File: src/rtl/display7_pkg.sv
// Shared constants for the 7-segment display path: the active-low glyph table,
// the all-off pattern and the segment bit positions (bit 0 = a ... bit 6 = g).
package display7_pkg;

    localparam int SEG_W = 7;

    localparam int SEG_A = 0;
    localparam int SEG_B = 1;
    localparam int SEG_C = 2;
    localparam int SEG_D = 3;
    localparam int SEG_E = 4;
    localparam int SEG_F = 5;
    localparam int SEG_G = 6;

    // Active-low glyphs; element [n] is the pattern for hex digit n.
    localparam logic [15:0][SEG_W-1:0] SEG_TABLE = {
        7'b0001110,  // F
        7'b0000110,  // E
        7'b0100001,  // d
        7'b1000110,  // C
        7'b0000011,  // b
        7'b0001000,  // A
        7'b0010000,  // 9
        7'b0000000,  // 8
        7'b1111000,  // 7
        7'b0000010,  // 6
        7'b0010010,  // 5
        7'b0011001,  // 4
        7'b0110000,  // 3
        7'b0100100,  // 2
        7'b1111001,  // 1
        7'b1000000   // 0
    };

    localparam logic [SEG_W-1:0] SEG_ALL_OFF = 7'b1111111;

endpackage

File: src/rtl/seg7_decode.sv
// Purely combinational hex-digit to segment lookup; polarity is applied per
// segment so the same table serves common-anode and common-cathode displays.
module seg7_decode
    import display7_pkg::*;
#(
    parameter bit ACTIVE_LOW = 1'b1
) (
    input  logic [3:0]       digit,
    output logic [SEG_W-1:0] seg
);

    localparam logic INVERT = ~ACTIVE_LOW;

    logic [SEG_W-1:0] glyph;

    assign glyph = SEG_TABLE[digit];

    generate
        for (genvar gi = 0; gi < SEG_W; gi++) begin : g_seg
            assign seg[gi] = glyph[gi] ^ INVERT;
        end
    endgenerate

endmodule

File: src/rtl/display7.sv
// Registered 7-segment driver: one-cycle latency from iData to oData, with a
// synchronous reset that blanks the display in either polarity.
module display7
    import display7_pkg::*;
#(
    parameter bit ACTIVE_LOW = 1'b1
) (
    input  logic             iClk,
    input  logic             iRst,
    input  logic [3:0]       iData,
    output logic [SEG_W-1:0] oData
);

    localparam logic [SEG_W-1:0] BLANK = ACTIVE_LOW ? SEG_ALL_OFF : ~SEG_ALL_OFF;

    logic [SEG_W-1:0] seg_next;
    logic [SEG_W-1:0] seg_reg;

    seg7_decode #(
        .ACTIVE_LOW(ACTIVE_LOW)
    ) u_decode (
        .digit(iData),
        .seg  (seg_next)
    );

    always_ff @(posedge iClk) begin
        if (iRst) begin
            seg_reg <= BLANK;
        end else begin
            seg_reg <= seg_next;
        end
    end

    assign oData = seg_reg;

endmodule

File: config.mk
export PLATFORM = sky130hd
export DESIGN_NAME = display7
export DESIGN_NICKNAME = d
export VERILOG_FILES = /design/src/rtl/display7_pkg.sv /design/src/rtl/seg7_decode.sv /design/src/rtl/display7.sv
export SDC_FILE = /design/constraint.sdc
export NUM_CORES = 1
export LEC_CHECK = 0
export ABC_AREA = 0
export CORE_AREA = 4 4 41 43
export CTS_CLUSTER_DIAMETER = 60
export DETAILED_ROUTE_END_ITERATION = 8
export DIE_AREA = 0 0 45 47
export GPL_TIMING_DRIVEN = 0
export SLEW_MARGIN = 20
export SYNTH_ARGS = -nofsm -noshare
export SYNTH_HDL_FRONTEND = slang
export SYNTH_SLANG_ARGS = --single-unit
File: constraint.sdc
create_clock -name iClk -period 1.44 [get_ports iClk]
set_clock_uncertainty 0.15 [all_clocks]
set_input_delay 0.36 -clock iClk [delete_from_list [all_inputs] [get_ports iClk]]
set_output_delay 0.36 -clock iClk [all_outputs]
set_load 0.01 [all_outputs]
==> PnR_summary.wiki <==
{| class="wikitable"
! Metric !! Value
|-
| Kind of start point of the critical path || primary input
|-
| Number of placement rows || 13
|-
| Final critical-path setup slack || around 0.067 ns
|-
| Final period utilization || 0.954
|-
| Floorplan Core Area || 1300 um^2
|-
| Setup repair after global routing missed its margin || false
|-
| End-of-flow core utilization || 0.442
|-
| Most common library cell in the layout ignoring fill and taps || sky130_fd_sc_hd__dlygate4sd2_1
|-
| Category of the worst setup path capture point || flip-flop
|-
| Post-Syn Area per Cell || between 10 and 15 um^2
|-
| Clock edge transition at the registers on the reported setup and hold paths || approximately 0.060 ns
|-
| Max_cap viols || 0
|-
| Area share of the largest cell type after synthesis || 0.320
|-
| Areal power density over the cells || around 880 nW/um^2
|-
| Antenna diode count || 0
|-
| Synth area leader || sky130_fd_sc_hd__dfxtp_1
|-
| Fmax || about 0.73 GHz
|-
| Number of buffer cells added on primary ports || 11
|-
| Hold Fails Final Rpt || 0
|-
| Area enclosed by the die boundary || about 2100 um^2
|-
| Critical Path Fanout Max || 7
|-
| I/O Pins || 13
|-
| GRT Total Usage || 0.0987
|-
| Net count reported at finish || between 70 and 80
|-
| Estimated wirelength of the detail-placed design || 644 um
|-
| Critical path launch point || iData[0]
|-
| ANT nets after route || 0
|-
| Power after layout || 0.504 mW
|-
| Final-report max-slew violation count || 0
|-
| Flip-flop count of the largest register, all copies and words added || 7
|-
| Die outline width || about 45 um
|-
| Static leakage || between 0.2 and 0.3 nW
|-
| Largest net degree at the start of global routing || 11
|-
| Commonest non-fill, non-tap cells in the layout || sky130_fd_sc_hd__dlygate4sd2_1 (8), sky130_fd_sc_hd__dfxtp_1 (7), sky130_fd_sc_hd__ha_1 (6), sky130_fd_sc_hd__mux2i_1 (3), sky130_fd_sc_hd__clkbuf_4 (3)
|-
| Remaining routing DRC violations || 0
|-
| Actual transition at the worst max-transition pin || around 0.25 ns
|-
| Share of final-layout standard cells stronger than drive strength 1 || 0.193
|-
| Worst path required time || ~1.4 ns
|-
| Number of distinct library cells after synthesis || 18
|-
| Routed via count divided by cell count || between 4 and 5
|-
| Routed length per instance || roughly 12 um
|-
| Number of clock sinks || 7
|-
| Violation count after the first detailed-routing iteration || 1
|-
| Worst hold start || iData[2]
|-
| Final critical path time including I/O delays and setup || approximately 1.4 ns
|-
| Post-detailed-placement cell area || about 570 um^2
|-
| Residual overflow from global routing || 0
|-
| Die span in y || 47 um
|-
| Timing endpoint of the critical path || oData[1]
|-
| Final design instance area without fill || 576 um^2
|-
| Count of TritonRoute iterations in the first routing pass || 4
|-
| Maximum resistive drop on vdd || 0.000403 V
|-
| Via count || 342
|-
| Root buffer cell || sky130_fd_sc_hd__clkbuf_4
|-
| Mapped Cells || 42
|-
| Synthesis Warnings || 0
|-
| First-pass GRT wire length || roughly 1300 um
|-
| Total setup violations reported at the end of the flow || 0
|-
| Antenna violations before repair || 0
|-
| Clock buffer count from CTS || 3
|-
| Sequential fraction of the synthesis area || 0.320
|-
| Slew HR || 0.831
|-
| Total of flip-flops plus latches after synthesis || 7
|-
| Type of the worst setup path || in -> reg
|-
| Number of global-route vias before repair || between 300 and 400
|-
| Status || finished clean
|-
| Class of the tightest hold or removal check || in -> reg
|-
| Total setup buffers inserted after CTS || 0
|-
| Synthesized net count || 55
|-
| Synth top area cells || sky130_fd_sc_hd__dfxtp_1 (32%), sky130_fd_sc_hd__ha_1 (20%), sky130_fd_sc_hd__mux2i_1 (6.9%), sky130_fd_sc_hd__buf_6 (5.1%), sky130_fd_sc_hd__mux2_1 (5.1%)
|-
| Initial core utilization || 0.337
|-
| Clock tree from TritonCTS || built
|-
| Final GP Congestion || ~0.77
|-
| Maximum clock path buffer count || 2
|-
| Number of H-tree levels || 1
|-
| P&R area growth vs syn || 31.4%
|-
| WP data arrival || around 1.4 ns
|-
| Post-synthesis instance area || 438 um^2
|-
| Final wirelength || between 800 and 900 um
|-
| Post-Place Worst Slack || -0.715 ns
|}
## metrics by stage
| stage | setup TNS (ns) | hold slack (ns) | instances |
|---|---|---|---|
| final | 0 | 0.222 | 72 |
| after global placement | -3.84 | 0.474 | 68 |
| after CTS | 0 | 0.218 | 72 |
| after detailed placement | -3.74 | 0.482 | 68 |
| after floorplan | 0 | 0.304 | 42 |
| after global routing | 0 | 0.209 | 72 |
## cells in the mapped netlist
| cell type | count |
|---|---|
| sky130_fd_sc_hd__o221ai_1 | 1 |
| sky130_fd_sc_hd__nor2b_1 | 2 |
| sky130_fd_sc_hd__nand2b_1 | 2 |
| sky130_fd_sc_hd__a221o_1 | 2 |
| sky130_fd_sc_hd__mux2i_1 | 3 |
| sky130_fd_sc_hd__nor3_1 | 1 |
| sky130_fd_sc_hd__nor2_1 | 2 |
| sky130_fd_sc_hd__mux2_1 | 2 |
| sky130_fd_sc_hd__dfxtp_1 | 7 |
| sky130_fd_sc_hd__or2_1 | 1 |
| sky130_fd_sc_hd__inv_1 | 3 |
| sky130_fd_sc_hd__a211o_1 | 1 |
| sky130_fd_sc_hd__ha_1 | 7 |
| sky130_fd_sc_hd__a311o_1 | 1 |
| sky130_fd_sc_hd__a32oi_1 | 2 |
| sky130_fd_sc_hd__buf_6 | 2 |
| sky130_fd_sc_hd__and3_2 | 1 |
| sky130_fd_sc_hd__nand2_1 | 2 |
## worst min-delay path by stage
stage                    end  slack, ns  cells after the start
finish              oData[5]       0.22                      2
global route        oData[5]       0.21                      2
CTS                 oData[5]       0.22                      2
detailed placement  oData[5]       0.48                      2
global placement    oData[5]       0.47                      2
floorplan           oData[5]       0.30                      1
## area by class of cell
class	instances	area, um^2
fillers	151	726
multi-input cells	30	267
flip-flops and latches	7	140
repair buffers	11	90.1
clock buffers	4	26.3
plain buffers	2	22.5
well taps	15	18.8
inverters	3	11.3
## routing by layer
layer	part of all wire	vias up	track usage
met5	0	-	0
met1	0.44	151	0.0932
met3	0.043	2	0.0345
met4	0.032	0	0.123
met2	0.48	8	0.153
li1	-	181	-
## critical path, cell delays in order
cell	delay, ns
sky130_fd_sc_hd__buf_2	0.15
sky130_fd_sc_hd__inv_2	0.07
sky130_fd_sc_hd__ha_1	0.28
sky130_fd_sc_hd__or2_1	0.24
sky130_fd_sc_hd__a311o_1	0.26
## power by group
group          total (mW)  switching, mW  internal [mW]  leakage, nW
sequential          0.213        0.00309          0.210       0.0589
clock               0.183         0.0765          0.106       0.0150
combinational       0.108         0.0543         0.0540        0.195
total               0.504          0.134          0.370        0.268
## kinds of logic after synthesis
| kind of cell | share of synthesized area |
|---|---|
| and+or+nand+nor | 0.134 |
| AOI/OAI and AO/OA | 0.149 |
| adders and majority gates | 0.200 |
| DFF | 0.320 |
| buffers and inverters | 0.0771 |
| muxes | 0.120 |
## timing repair
item	CTS	global route
hold buffers	0	0
endpoints found under the setup margin	14	0
hold endpoints to repair	0	0
gates resized for setup	17	0
(Power assumes the default switching activity.)
